==> src/rtl/sim_ctrl.sv <==
// Simulation controller: holds the DUT in reset, snoops AXI writes to the tohost mailbox and reports pass/fail/timeout.
// Optional bus-stall watchdog is enabled by defining SIM_CTRL_STALL_WDG_EN.
module sim_ctrl #(
   parameter int unsigned         RST_CYCLES     = 20,
   parameter int unsigned         TIMEOUT_CYCLES = 200000,
   parameter int unsigned         CNT_W          = 32,
   parameter int unsigned         ADDR_W         = 32,
   parameter int unsigned         DATA_W         = 32,
   parameter logic [ADDR_W-1:0]   TOHOST_ADDR    = ADDR_W'(32'h8000_1000),
   parameter int unsigned         STALL_CYCLES   = 10000
) (
   input  logic              ACLK,
   input  logic              ARESET,
   input  logic              AWVALID,
   input  logic              AWREADY,
   input  logic [ADDR_W-1:0] AWADDR,
   input  logic              WVALID,
   input  logic              WREADY,
   input  logic [DATA_W-1:0] WDATA,
   output logic              dut_rst,
   output logic              done,
   output logic              pass,
   output logic              fail,
   output logic              timeout,
   output logic [DATA_W-1:0] exit_code,
   output logic [CNT_W-1:0]  cycle_count
);

   typedef enum logic [2:0] {RST_HOLD, RUN, PASS, FAIL, TMO} state_e;

   state_e              state_q, state_d;
   logic [CNT_W-1:0]    hold_q, hold_d;
   logic [CNT_W-1:0]    cycle_q, cycle_d;
   logic                aw_pend_q, aw_pend_d;
   logic                w_pend_q, w_pend_d;
   logic [ADDR_W-1:0]   aw_addr_q, aw_addr_d;
   logic [DATA_W-1:0]   w_data_q, w_data_d;
   logic                dut_rst_q, dut_rst_d;
   logic                done_q, done_d;
   logic                pass_q, pass_d;
   logic                fail_q, fail_d;
   logic                tmo_q, tmo_d;
   logic [DATA_W-1:0]   exit_q, exit_d;

   logic                run, aw_hs, w_hs, aw_take, w_take, eval;
   logic [ADDR_W-1:0]   ev_addr;
   logic [DATA_W-1:0]   ev_data;
   logic                is_pass, is_fail, budget_exp, stall_exp;

   assign run     = (state_q == RUN);
   assign aw_hs   = AWVALID & AWREADY;
   assign w_hs    = WVALID & WREADY;
   assign aw_take = run & aw_hs & ~aw_pend_q;
   assign w_take  = run & w_hs & ~w_pend_q;
   // A pair is evaluated as soon as both halves exist, whether latched earlier or arriving now.
   assign eval    = (aw_pend_q | aw_take) & (w_pend_q | w_take);
   assign ev_addr = aw_pend_q ? aw_addr_q : AWADDR;
   assign ev_data = w_pend_q ? w_data_q : WDATA;
   assign is_pass = eval & (ev_addr == TOHOST_ADDR) & (ev_data == DATA_W'(1));
   assign is_fail = eval & (ev_addr == TOHOST_ADDR) & ev_data[0] & (ev_data != DATA_W'(1));
   assign budget_exp = run & (cycle_q == CNT_W'(TIMEOUT_CYCLES - 1));

`ifdef SIM_CTRL_STALL_WDG_EN
   logic [CNT_W-1:0] stall_q, stall_d;

   always_comb begin
      stall_d = stall_q;
      if (run) begin
         if (aw_hs | w_hs)
            stall_d = '0;
         else if (stall_q != '1)
            stall_d = stall_q + CNT_W'(1);
      end
   end

   assign stall_exp = run & ~(aw_hs | w_hs) & (stall_q == CNT_W'(STALL_CYCLES - 1));

   always_ff @(posedge ACLK) begin
      if (ARESET)
         stall_q <= '0;
      else
         stall_q <= stall_d;
   end
`else
   assign stall_exp = 1'b0;
`endif

   always_ff @(posedge ACLK) begin
      if (ARESET) begin
         state_q   <= RST_HOLD;
         hold_q    <= '0;
         cycle_q   <= '0;
         aw_pend_q <= 1'b0;
         w_pend_q  <= 1'b0;
         aw_addr_q <= '0;
         w_data_q  <= '0;
         dut_rst_q <= 1'b1;
         done_q    <= 1'b0;
         pass_q    <= 1'b0;
         fail_q    <= 1'b0;
         tmo_q     <= 1'b0;
         exit_q    <= '0;
      end else begin
         state_q   <= state_d;
         hold_q    <= hold_d;
         cycle_q   <= cycle_d;
         aw_pend_q <= aw_pend_d;
         w_pend_q  <= w_pend_d;
         aw_addr_q <= aw_addr_d;
         w_data_q  <= w_data_d;
         dut_rst_q <= dut_rst_d;
         done_q    <= done_d;
         pass_q    <= pass_d;
         fail_q    <= fail_d;
         tmo_q     <= tmo_d;
         exit_q    <= exit_d;
      end
   end

   always_comb begin
      state_d = state_q;
      case (state_q)
         RST_HOLD: if (hold_q == CNT_W'(RST_CYCLES - 1)) state_d = RUN;
         RUN: begin
            if (is_pass)
               state_d = PASS;
            else if (is_fail)
               state_d = FAIL;
            else if (stall_exp | budget_exp)
               state_d = TMO;
         end
         default: state_d = state_q;
      endcase
   end

   always_comb begin
      hold_d    = (state_q == RST_HOLD) ? hold_q + CNT_W'(1) : hold_q;
      aw_pend_d = 1'b0;
      w_pend_d  = 1'b0;
      aw_addr_d = aw_addr_q;
      w_data_d  = w_data_q;
      if (run && !eval) begin
         aw_pend_d = aw_pend_q | aw_take;
         w_pend_d  = w_pend_q | w_take;
         if (aw_take) aw_addr_d = AWADDR;
         if (w_take)  w_data_d  = WDATA;
      end
   end

   // Counter freezes on the edge that leaves RUN, so it reports the deciding cycle.
   always_comb begin
      dut_rst_d = (state_d == RST_HOLD);
      pass_d    = (state_d == PASS);
      fail_d    = (state_d == FAIL);
      tmo_d     = (state_d == TMO);
      done_d    = pass_d | fail_d | tmo_d;
      cycle_d   = cycle_q;
      exit_d    = exit_q;
      if (run && state_d == RUN && cycle_q != '1)
         cycle_d = cycle_q + CNT_W'(1);
      if (run && state_d == FAIL)
         exit_d = ev_data >> 1;
      else if (run && state_d == TMO && stall_exp)
         exit_d = '1;
   end

   assign dut_rst     = dut_rst_q;
   assign done        = done_q;
   assign pass        = pass_q;
   assign fail        = fail_q;
   assign timeout     = tmo_q;
   assign exit_code   = exit_q;
   assign cycle_count = cycle_q;

endmodule
==> config.mk <==
export PLATFORM = sky130hd
export DESIGN_NAME = sim_ctrl
export DESIGN_NICKNAME = d
export VERILOG_FILES = /design/src/rtl/sim_ctrl.sv
export SDC_FILE = /design/constraint.sdc
export NUM_CORES = 1
export LEC_CHECK = 0
export CORE_AREA = 2 2 102 153
export DETAILED_ROUTE_END_ITERATION = 10
export DIE_AREA = 0 0 104 155
export GPL_TIMING_DRIVEN = 0
export PLACE_DENSITY = 0.88
export SETUP_SLACK_MARGIN = 0.05
export SKIP_LAST_GASP = 1
export SLEW_MARGIN = 20
export SYNTH_ARGS = -nofsm -noshare
export SYNTH_HDL_FRONTEND = slang
export SYNTH_SLANG_ARGS = --single-unit
==> constraint.sdc <==
create_clock -name ACLK -period 5.95 [get_ports ACLK]
set_input_delay 0.8925 -clock ACLK [delete_from_list [all_inputs] [get_ports ACLK]]
set_output_delay 0.8925 -clock ACLK [all_outputs]
set_load 0.02 [all_outputs]
==> reports/results.ini, run 1 <==
[cells_and_area]
diodes=0
drive_gt1_share_pct=7.90
layout_common_cells=169 x dfxtp_1, 156 x nand2_1, 137 x clkdlybuf4s50_1, 92 x nor2_1, 91 x a21oi_1
nets=1135
area_growth_pct=28.6
final_util_pct=66.1
layout_commonest_cell=dfxtp_1

[timing]
hold_viol_final=0
min_period_ns=3.39
final_max_slew_viol_count=0
finalSetupTns_ns=0
rsz0062_at_grt=false
clock_skew_ns=0.0101
tightestPinTransition_ns=1.01
fmax_mhz=295
setup_viol=0
slew_headroom_pct=32.8
period_share_pct=57.0

[drt]
via_count=7466
routed_wl_um=20900
antenna_left=0
drc=0
wl_per_cell_um=16.4
drtPass1Iterations=7
avgViaCountPerCell=5.86
drtIter0Drc=483

[setup_path]
end_kind=register
crit_required_ns=6.24
worstSetupPathType=input pin to register
slowest_delay_ns=0.64
cp.arrival_ns=3.68
crit_path_max_fanout=10
start_kind=input pin
reg2regPathDepth=7
path_cells=clkdlybuf4s50_1 -> nor4_1 -> nand3_1 -> o22a_1 -> o2111ai_1 -> buf_2 -> mux2i_1 -> nor2_1
slowest_stage=o2111ai_1

[placement]
dp_hpwl_um=14800
gp_congestion=0.947
port_buffers=137

[floorplanning]
dieArea_sq_um=16100
die_h_um=155
core_sq_um=14900
io_pins=139
num_rows=55
initial_core_util_pct=51.4
die_w_um=104

[logic_synthesis]
synth-xor-area-share_pct=3.32
synth_top_family_by_area=simple AND/OR/NAND/NOR gates
synth_fa_ha_area_share_pct=0.327
synth.area.mux_share_pct=10.4
synth_edf_count=0
ys_seq_area_share_pct=44.3
yosysUniqueCellTypes=46
yosys_register_bits=169
yosysTopAreaCellShare_pct=44.3
syn_area_sq_um=7640
yosysWarnings=0
synth.area.top_cells=dfxtp_1 44%, nand2_1 7.7%, mux2_2 6.0%
yosysTopAreaCell=dfxtp_1
synthFlopType=dfxtp_1
syn_nets=979
syn_inst=907
synthArstFlopShare_pct=0
synth.avg_cell_area_sq_um=8.42
synth_compound_area_share_pct=9.45
yosys.area_share.simple_pct=28.9

[clock_tree]
clock_latency_ns=0.43
hold_buffers=0
cts_setup_buffers=0
cts.sinks=169
cts_buffer_depth=2
cts_tree=yes
clk_pin_slew_ns=0.07
root_buffer=clkbuf_16
cts_resized=0
cts_inserted_buffers=17
htreeDepth=4

[global_routing]
top_usage_layer=met2
grt_start_max_net_pins=18
track_usage_pct=25.3
grt-ovfl-total=0
use_met2_pct=45.6
first_global_vias=7155
antenna_found_initial=0
grtUsageMet1_pct=29.2
grtUsageMet3_pct=4.40
grt_pass1_wl_um=33800

[power_and_ir_drop]
power_density_nw_per_um2=234
peakVddDrop_uv=166
total_leakage_power_nw=3.47
power.total_mw=2.30

[min_path]
hp-class=register to register
hold_depth=2

[run]
cap_viol_max_count=0

[outcome]
outcome=complete, no violations

==> cell usage after synthesis (all sizes together) (5+ instances only) <==
master	n
mux2i	32
xnor2	9
nor4	34
nor2b	11
and2	9
nor4b	10
nand2	156
xor2	20
nand3	29
and4	9
clkbuf	42
and3	12
or4	19
o21ai	5
mux2	42
buf	14
or3	6
a21oi	91
nand4	31
nor2	92
dfxtp	169
nor3	21
o31ai	21
==> registers in the layout, indices dropped and copies added, names as in the netlist <==
signal / count
aw_addr_q: 32
cycle_count: 32
hold_q: 32
w_data_q: 32
exit_code: 31
state_q: 3
aw_pend_q: 1
done: 1
dut_rst: 1
fail: 1
pass: 1
timeout: 1
w_pend_q: 1
==> stage by stage <==
stage	worst slack (ns)	hold WS (ns)	instance area, sq um	instances
final	2.56	0.459	9830	1275
after global routing	2.43	0.473	9830	1275
after CTS	2.59	0.457	9830	1275
after detailed placement	2.17	0.446	9260	1243
after global placement	2.18	0.442	9260	1243
after floorplan	3.30	0.431	7640	907
==> final timing paths <==
path | to | from | slack [ns]
max reg2reg | exit_code[20] | state_q[0] | 2.65
min | w_data_q[0] | w_data_q[0] | 0.46
max | exit_code[20] | WDATA[21] | 2.56
min reg2reg | w_data_q[0] | w_data_q[0] | 0.46
==> critical path: cells and delay by family <==
kind	cells	cell delay, ns
AO/OA/AOI/OAI	2	0.92
buffers and inverters	2	0.89
AND/OR/NAND/NOR	3	0.72
multiplexers	1	0.25
==> area by class of cell <==
| class | instances | area, sq um |
|---|---|---|
| Fill cell | 1191 | 5030 |
| Tap cell | 199 | 249 |
| Multi-Input combinational cell | 680 | 4000 |
| Inverter | 2 | 7.51 |
| Clock buffer | 18 | 429 |
| Sequential cell | 169 | 3380 |
| Buffer | 56 | 246 |
| Clock inverter | 14 | 139 |
| Timing Repair Buffer | 137 | 1370 |
==> routing by layer <==
metal | part of all wire [%] | up-vias | routed length (um)
met1 | 40 | 3527 | 8300
li1 | - | 3559 | -
met5 | 0 | - | 0
met3 | 5.4 | 59 | 1130
met4 | 3.0 | 0 | 619
met2 | 52 | 321 | 10900
==> power breakdown <==
group          switching (mW)  internal [mW]  leakage [nW]
combinational          0.0526         0.0579          1.84
sequential            0.00227           1.13          1.36
clock                   0.505          0.553         0.261
total                   0.560           1.74          3.47
==> logic make-up (layout without fill, tap and decap cells) <==
kind of cell             Yosys count  count (layout)
AO/OA/AOI/OAI                    127             127
buffers and inverters             58             227
AND/OR/NAND/NOR                  447             447
XOR/XNOR                          29              29
multiplexers                      74              74
adder cells (fa/ha/maj)            2               2
other                              1               1
flip-flops                       169             169
(Power assumes the default switching activity.)
==> run 2, diff against run 1 <==
Settings changed: CORE_AREA 2 2 102 153 to 2 2 107 160, DIE_AREA 0 0 104 155 to 0 0 109 162, PLACE_DENSITY 0.88 to 0.85.
Clock period 5.95 ns to 2.9 ns, I/O delays scaled along.
==> reports/results.ini, run 2 (same netlist as run 1, synthesis figures left out) <==
[outcome]
outcome=complete, no violations

[floorplanning]
num_rows=57
dieArea_sq_um=17700
die_h_um=162
initial_core_util_pct=47.2
io_pins=139
die_w_um=109
core_sq_um=16200

[global_routing]
grt_pass1_wl_um=33500
track_usage_pct=23.6
first_global_vias=7083
antenna_found_initial=0
grt_start_max_net_pins=18
grt-ovfl-total=0

[clock_tree]
hold_buffers=0
cts_buffer_depth=2
root_buffer=clkbuf_16
clk_pin_slew_ns=0.07
cts_inserted_buffers=17
cts.sinks=169
htreeDepth=4
cts_tree=yes
clock_latency_ns=0.43

[setup_path]
start_kind=register
cp.arrival_ns=3.01
end_kind=register
r2r_end=cycle_count[17]
crit_path_max_fanout=10
worstSetupPathType=register to register
r2r-start=state_q[2]
reg2regPathDepth=9
r2r_slack_ns=0.20
crit_required_ns=3.21

[power_and_ir_drop]
total_leakage_power_nw=3.52
peakVddDrop_uv=265
power_density_nw_per_um2=485

[placement]
dp_hpwl_um=14800
dp_cells=1250
port_buffers=137
pre_cts_slack_ns=-0.528
gp_congestion=0.914

[timing]
hold_ws_ns=0.452
setup_slack_ns=0.201
tightestPinTransition_ns=1.06
clock_skew_ns=0.0150
setup_viol=0
finalSetupTns_ns=0
min_period_ns=2.70
hold_viol_final=0
rsz0062_at_grt=true
slew_headroom_pct=28.4
period_share_pct=93.1
fmax_mhz=371
final_max_slew_viol_count=0

[drt]
avgViaCountPerCell=5.74
drtPass1Iterations=5
wl_per_cell_um=16.3
drtIter0Drc=526
antenna_left=0
drc=0
via_count=7373
routed_wl_um=20900

[min_path]
hold_start=aw_addr_q[27]
hold_end=aw_addr_q[27]
hold_depth=2
hp-class=register to register

[cells_and_area]
stdcell_count=1284
drive_gt1_share_pct=8.81
layout_common_cells=169 x dfxtp_1, 156 x nand2_1, 137 x clkdlybuf4s50_1, 92 x nor2_1, 91 x a21oi_1
nFillCells=1310
layout_commonest_cell=dfxtp_1
nets=1137
area_growth_pct=29.9
diodes=0

[run]
cap_viol_max_count=0

## run 2: metrics by stage
step | cell area [sq um] | power (mW) | utilization [%]
2_1_floorplan | 7640 | 2.46 | -
3_3_place_gp | 9270 | 2.60 | 57.3
3_5_place_dp | 9270 | 2.60 | 57.3
4_1_cts | 9900 | 4.83 | 61.2
5_1_grt | 9920 | 4.94 | 61.3
6_report | 9920 | 4.82 | 61.3
## run 2: report_power, final
part | switching, mW | internal, mW
Clock | 1.04 | 1.22
Combinational | 0.109 | 0.119
Sequential | 0.00440 | 2.32
Total | 1.15 | 3.66
## run 2: repair_timing
| action | 4_1_cts | 5_1_grt |
|---|---|---|
| endpoints found under the setup margin | 68 | 64 |
| pin swaps | 2 | 0 |
| buffers inserted | 3 | 0 |
| resized for setup | 4 | 6 |
| cloned | 0 | 0 |
## run 2: how the worst max path moves through the flow
stage	startpoint	to	slack [ns]	depth (start not counted)
after floorplan	cycle_count[0]	cycle_count[30]	0.42	9
after global routing	cycle_count[0]	cycle_count[5]	0.02	9
after global placement	AWADDR[31]	exit_code[19]	-0.50	8
final	state_q[2]	cycle_count[17]	0.20	9
after detailed placement	WDATA[8]	exit_code[6]	-0.53	8
after CTS	aw_pend_q	cycle_count[4]	0.1	9
## run 2: final cells by class
cell class	count	area, sq um	area share (%)
Sequential cell	169	3380	34.1
Tap cell	206	258	2.60
Buffer	55	244	2.46
Clock buffer	18	429	4.32
Multi-Input combinational cell	680	4050	40.8
Inverter	2	7.51	0.0757
Clock inverter	14	159	1.60
Timing Repair Buffer	140	1390	14.0
## run 2: worst max-delay path, cell delays in order, from the launching register on
cell and delay, ns:
dfxtp_1 0.39, or3b_1 0.48, or3_1 0.37, a222oi_1 0.29, buf_4 0.19, and2_1 0.11
buf_4 0.18, buf_6 0.17, nor3_1 0.07, mux2_1 0.32
## run 2: routing by layer
metal | vias up | part of all wire, % | wire (um) | global-route usage (%)
met1 | 3454 | 41 | 8480 | 27.8
met3 | 64 | 5.6 | 1160 | 3.57
met5 | - | 0 | 0 | 0
met2 | 290 | 51 | 10600 | 41.3
met4 | 0 | 3.3 | 699 | 10.9
li1 | 3565 | - | - | -
==> variant 1 (settings of run 2) <==
Set the parameter `DATA_W` to 40 (it was 32).
--- a/src/rtl/sim_ctrl.sv
+++ b/src/rtl/sim_ctrl.sv
@@ -6,5 +6,5 @@
    parameter int unsigned         CNT_W          = 32,
    parameter int unsigned         ADDR_W         = 32,
-   parameter int unsigned         DATA_W         = 32,
+   parameter int unsigned         DATA_W         = 40,
    parameter logic [ADDR_W-1:0]   TOHOST_ADDR    = ADDR_W'(32'h8000_1000),
    parameter int unsigned         STALL_CYCLES   = 10000
Interface: changed (resized WDATA and exit_code); port bits go from 139 to 155. The function was not compared with the original's and may differ.
==> variant 1 against run 2 <==
Worst setup slack got worse by 0.064 ns. Sequential cell count increased by 16. Clock power decreased by 4%. Power increased by 2.8%. Cell area increased by 6.8%. First-iteration DRC count decreased by 16%. Area after synthesis increased by 7.7%. Sequential share of layout area increased by 0.87 points. Wire length increased by 4.0%. Highest routed layer unchanged.
==> variant 1: results (changes against run 2) <==
metric	value	unit	change
io_buffers	153		+12%
clockBufferDepth	2		unchanged
synth_commonest_cells	185 x dfxtp_1, 133 x nor2_1, 117 x nand2_1		
relSlewSlack	44.4	%	+16 points
startpoint	WDATA[20]		
rr_worst_depth	11		+2
synthAdderAreaFrac	0.304	%	-0.023 points
grt_antenna_before_repair	0		unchanged
largest_reg_flops	40		
place_congestion	0.839		-8.2%
syn_nets	1011		+3.3%
worst_clock_skew	0.0120	ns	-0.00294 ns
ys_types	49		+6.5%
synth_area_leaders	dfxtp_1 45%, mux2i_1 8.9%, nor2_1 6.1%		
synthXorXnorAreaFrac	4.90	%	+1.6 points
drt-total-wl	21.8	mm	+4.0%
critical_path.slowest_cell	nor4_1		
wl_per_cell	16.5	um	+1.0%
largest_register	w_data_q		
path_clk_slew	0.07	ns	about the same
nNetsFinal	1184		+4.1%
yosysSeqAreaShare	45.0	%	+0.73 points
dp_hpwl	16.1	mm	+9.0%
syn-mean-instance-area	8.84	um2	+4.9%
grt_pass1_vias	7381		+4.2%
async_reset_ff_share	0	%	unchanged
min_delay_worst_endpoint	w_data_q[0]		
synth_mux_area_share	14.4	%	+4.0 points
reg2reg_slack	0.23	ns	+0.03 ns
r2r_start	state_q[2]		
first_iter_violations	442		-16%
pre_cts_ws	-0.360	ns	+0.168 ns
p_leak	3.86	nW	+9.9%
layout_worst_path_cycle_share	95.3	%	+2.2 points
fin_hold_ws	0.454	ns	+0.00182 ns
drive_gt1_share	8.60	%	-0.21 points
antenna_cells	0		unchanged
path_class	in2reg		
via_per_inst	5.66		-1.5%
grt_max_degree	18		unchanged
synth_compound_area_share	6.51	%	-2.9 points
status	finished clean		
dr.pass1.iters	5		unchanged
peakVddDrop	0.335	mV	+26%
timing.rr.end	exit_code[32]		
post_dp_cell_area	10000	um2	+8.1%
min-delay-start	w_data_q[0]		
dp_cells	1290		+3.2%
grtUsageTotal	24.5	%	+0.91 points
worst_ep_arrival_time	3.06	ns	+0.05 ns
grt_first_pass_wirelength	34.8	mm	+3.7%
root_buffer	clkbuf_16		
-- variant 1: changes by cell type in the layout (fill, tap and decap cells not counted), moves of 8 or more --
| cell | change |
|---|---|
| a21oi_1 | -30 |
| and2_1 | -8 |
| clkdlybuf4s50_1 | +16 |
| dfxtp_1 | +16 |
| mux2i_1 | +40 |
| nand2_1 | -39 |
| nor2_1 | +41 |
| nor4_1 | +11 |
| o31ai_1 | -13 |
| or4_1 | -12 |
| xor2_1 | +14 |
-- variant 1: worst max-delay path, delay by kind of cell --
family                 cells  cell delay (ns)
AOI/OAI and AO/OA          2             0.36
muxes                      1             0.25
and+or+nand+nor            4             1.02
buffers and inverters      4             0.98
-- variant 1: power by group --
group | switching [mW] | internal, mW
clock | 1.04 | 1.12
combinational | 0.115 | 0.132
sequential | 0.00332 | 2.54
-- variant 1: cell families (layout without fill, tap and decap cells) --
group           count (synthesis)  in the layout
flops                         185            185
xor+xnor                       46             46
simple gates                  434            434
buf+inv                        58            243
fa+ha+maj                       2              2
other cells                     1              1
compound gates                 92             92
mux                           113            113
-- variant 1: per-layer routing --
| layer | part of all wire (%) | vias to the layer above | track usage (%) |
|---|---|---|---|
| met5 | 0 | - | 0 |
| met4 | 2.8 | 0 | 10.2 |
| met3 | 3.2 | 49 | 3.37 |
| met2 | 54 | 187 | 45.2 |
| met1 | 40 | 3605 | 27.6 |
| li1 | - | 3638 | - |
-- variant 1: area by class of cell --
type / count / area (um2)
timing repair buffer: 154 / 1540
buffer: 49 / 213
fill: 1280 / 5600
clock buffer: 18 / 429
multi-input combinational: 688 / 4300
clock inverter: 13 / 114
tap: 206 / 258
inverter: 9 / 33.8
sequential: 185 / 3700
-- variant 1: what timing repair did --
item                                    in CTS  in global routing
resized for setup                            0                  4
buffers inserted                             0                  1
endpoints found under the setup margin       0                 41
==> variant 2 (config.mk and constraints of run 2) <==
Without the edit above. `hold_q` no longer has a reset.
--- a/src/rtl/sim_ctrl.sv
+++ b/src/rtl/sim_ctrl.sv
@@ -89,5 +89,4 @@
       if (ARESET) begin
          state_q   <= RST_HOLD;
-         hold_q    <= '0;
          cycle_q   <= '0;
          aw_pend_q <= 1'b0;
@@ -103,5 +102,4 @@
       end else begin
          state_q   <= state_d;
-         hold_q    <= hold_d;
          cycle_q   <= cycle_d;
          aw_pend_q <= aw_pend_d;
@@ -116,4 +114,8 @@
          exit_q    <= exit_d;
       end
+   end
+
+   always_ff @(posedge ACLK) begin
+      hold_q <= hold_d;
    end
 
Behaviour: no difference found for any inputs over 10 cycles, from zero or initial values and one cycle with ARESET high; that may be too few to reach the edited logic, so the function may still have changed.
==> variant 2 against run 2 <==
Area after synthesis fell by 1.8%. Maximum frequency rose by 1.3%. Worst setup slack improved by 0.035 ns. Sequential cell count did not move. Cell area fell by 1.2%. Largest cell class is now registers. Die area did not move. Core utilization fell by 0.74 points. Power rose by 12%. Wire length fell by 1.4%.
==> variant 2: results (changes against run 2) <==
metric	value	unit	change
dr.pass1.iters	5		unchanged
p_leak	3.19	nW	-9.2%
critPathMaxStageDelay	0.49	ns	
cts_htree_levels	4		unchanged
place_congestion	0.889		-2.6%
clk_latency	0.42	ns	
drive_gt1_share	6.30	%	-2.5 points
timing.rr.end	exit_code[27]		
io_buffers	136		-0.73%
wl_met3	1.17	mm	+0.60%
grtUsageTotal	23.7	%	+0.15 points
drt-total-wl	20.6	mm	-1.4%
worst_clock_skew	0.0132	ns	-0.00175 ns
async_reset_ff_share	0	%	unchanged
reg2reg_slack	0.29	ns	+0.09 ns
end_kind	flip-flop		
min-delay-start	aw_addr_q[2]		
synthXorXnorAreaFrac	6.89	%	+3.6 points
topRoutingLayerUsed	met4		
netSwitchingPower	1.33	mW	+15%
met1_length	7.80	mm	-8.0%
yosys_warnings	0		unchanged
relSlewSlack	43.5	%	+15 points
grt_first_pass_wirelength	32.9	mm	-2.0%
synth_compound_area_share	9.72	%	+0.27 points
critical_path.slowest_cell	a221oi_4		
synth_mux_area_share	4.57	%	-5.8 points
routed-wl-met2	10.9	mm	+3.0%
grt_max_degree	18		unchanged
dp_hpwl	15.1	mm	+1.8%
yosysSeqAreaShare	49.4	%	+5.1 points
cp_max_fo	10		unchanged
post_dp_cell_area	9160	um2	-1.2%
hold_depth	2		unchanged
worst_ep_arrival_time	2.99	ns	-0.02 ns
fmax	0.375	GHz	+1.3%
nNetsFinal	1076		-5.4%
ys_types	49		+6.5%
grt_antenna_before_repair	1		+1
clockBufferDepth	2		unchanged
root_buffer	clkbuf_16		
startpoint	AWADDR[11]		
first_iter_violations	438		-17%
critPathTopFamily	simple AND/OR/NAND/NOR gates		
synth_edf_count	32		+32
cts_buffers	17		unchanged
pre_cts_ws	-0.580	ns	-0.0518 ns
holdCritPathClass	reg2reg		
min_delay_worst_endpoint	aw_addr_q[2]		
syn_nets	919		-6.1%
status	finished clean		
synth_area_leaders	dfxtp_1 37%, edfxtp_1 13%, nand2_1 8.2%		
peakVddDrop	0.344	mV	+30%
r2r_start	w_pend_q		
vias	6907		-6.3%
synthAdderAreaFrac	0.334	%	+0.0060 points
rr_worst_depth	9		unchanged
synth_commonest_cells	164 x nand2_1, 137 x dfxtp_1, 83 x nor2_1		
path_clk_slew	0.07	ns	about the same
variant 2: timing repair:
action	CTS	global route
setup endpoints to repair	31	30
setup buffers	2	0
resized for setup	1	2
pin swaps	1	0
variant 2: area by class of cell:
cell class	instances	area (um2)
clock inverter	12	156
antenna	1	2.50
inverter	3	11.3
fill	1338	6390
clock buffer	19	454
sequential	169	3700
tap	206	258
buffer	48	208
multi-input combinational	626	3620
timing repair buffer	139	1390
variant 2: routing by layer:
metal / up-vias / GRT usage (%)
met5: - / 0
met4: 0 / 11.9
met3: 55 / 4.86
met2: 260 / 42.0
met1: 3279 / 26.5
li1: 3313 / -
variant 2: metrics by stage:
stage | std cells | power, mW | hold WS, ns | TNS (ns)
6_report | 1223 | 5.41 | 0.451 | 0
5_1_grt | 1223 | 5.56 | 0.475 | 0
4_1_cts | 1223 | 5.40 | 0.451 | 0
3_5_place_dp | 1190 | 3.08 | 0.442 | -17.67
3_3_place_gp | 1189 | 3.06 | 0.439 | -12.70
2_1_floorplan | 847 | 2.88 | 0.431 | 0
variant 2: logic make-up after synthesis:
kind of cell	Yosys count
AND/OR/NAND/NOR	412
flip-flops	169
AO/OA/AOI/OAI	118
XOR/XNOR	59
buffers and inverters	52
multiplexers	34
adder cells (fa/ha/maj)	2
other	1
variant 2: worst reg2reg max path, stage by stage (launching register included):
cell and delay (ns):
dfxtp_1 0.42, buf_1 0.50, a31o_2 0.23, and3_1 0.28
nand3_1 0.19, nor3b_4 0.25, buf_4 0.18, buf_4 0.18
nor2_1 0.05, a211oi_1 0.23
variant 2: power by group through the flow:
stage	Combinational, mW	Sequential [mW]	Clock, mW
CTS	0.365	2.66	2.37
finish	0.375	2.67	2.36
global route	0.409	2.69	2.47
global placement	0.351	2.71	0
detailed placement	0.360	2.72	0
floorplan	0.194	2.68	0
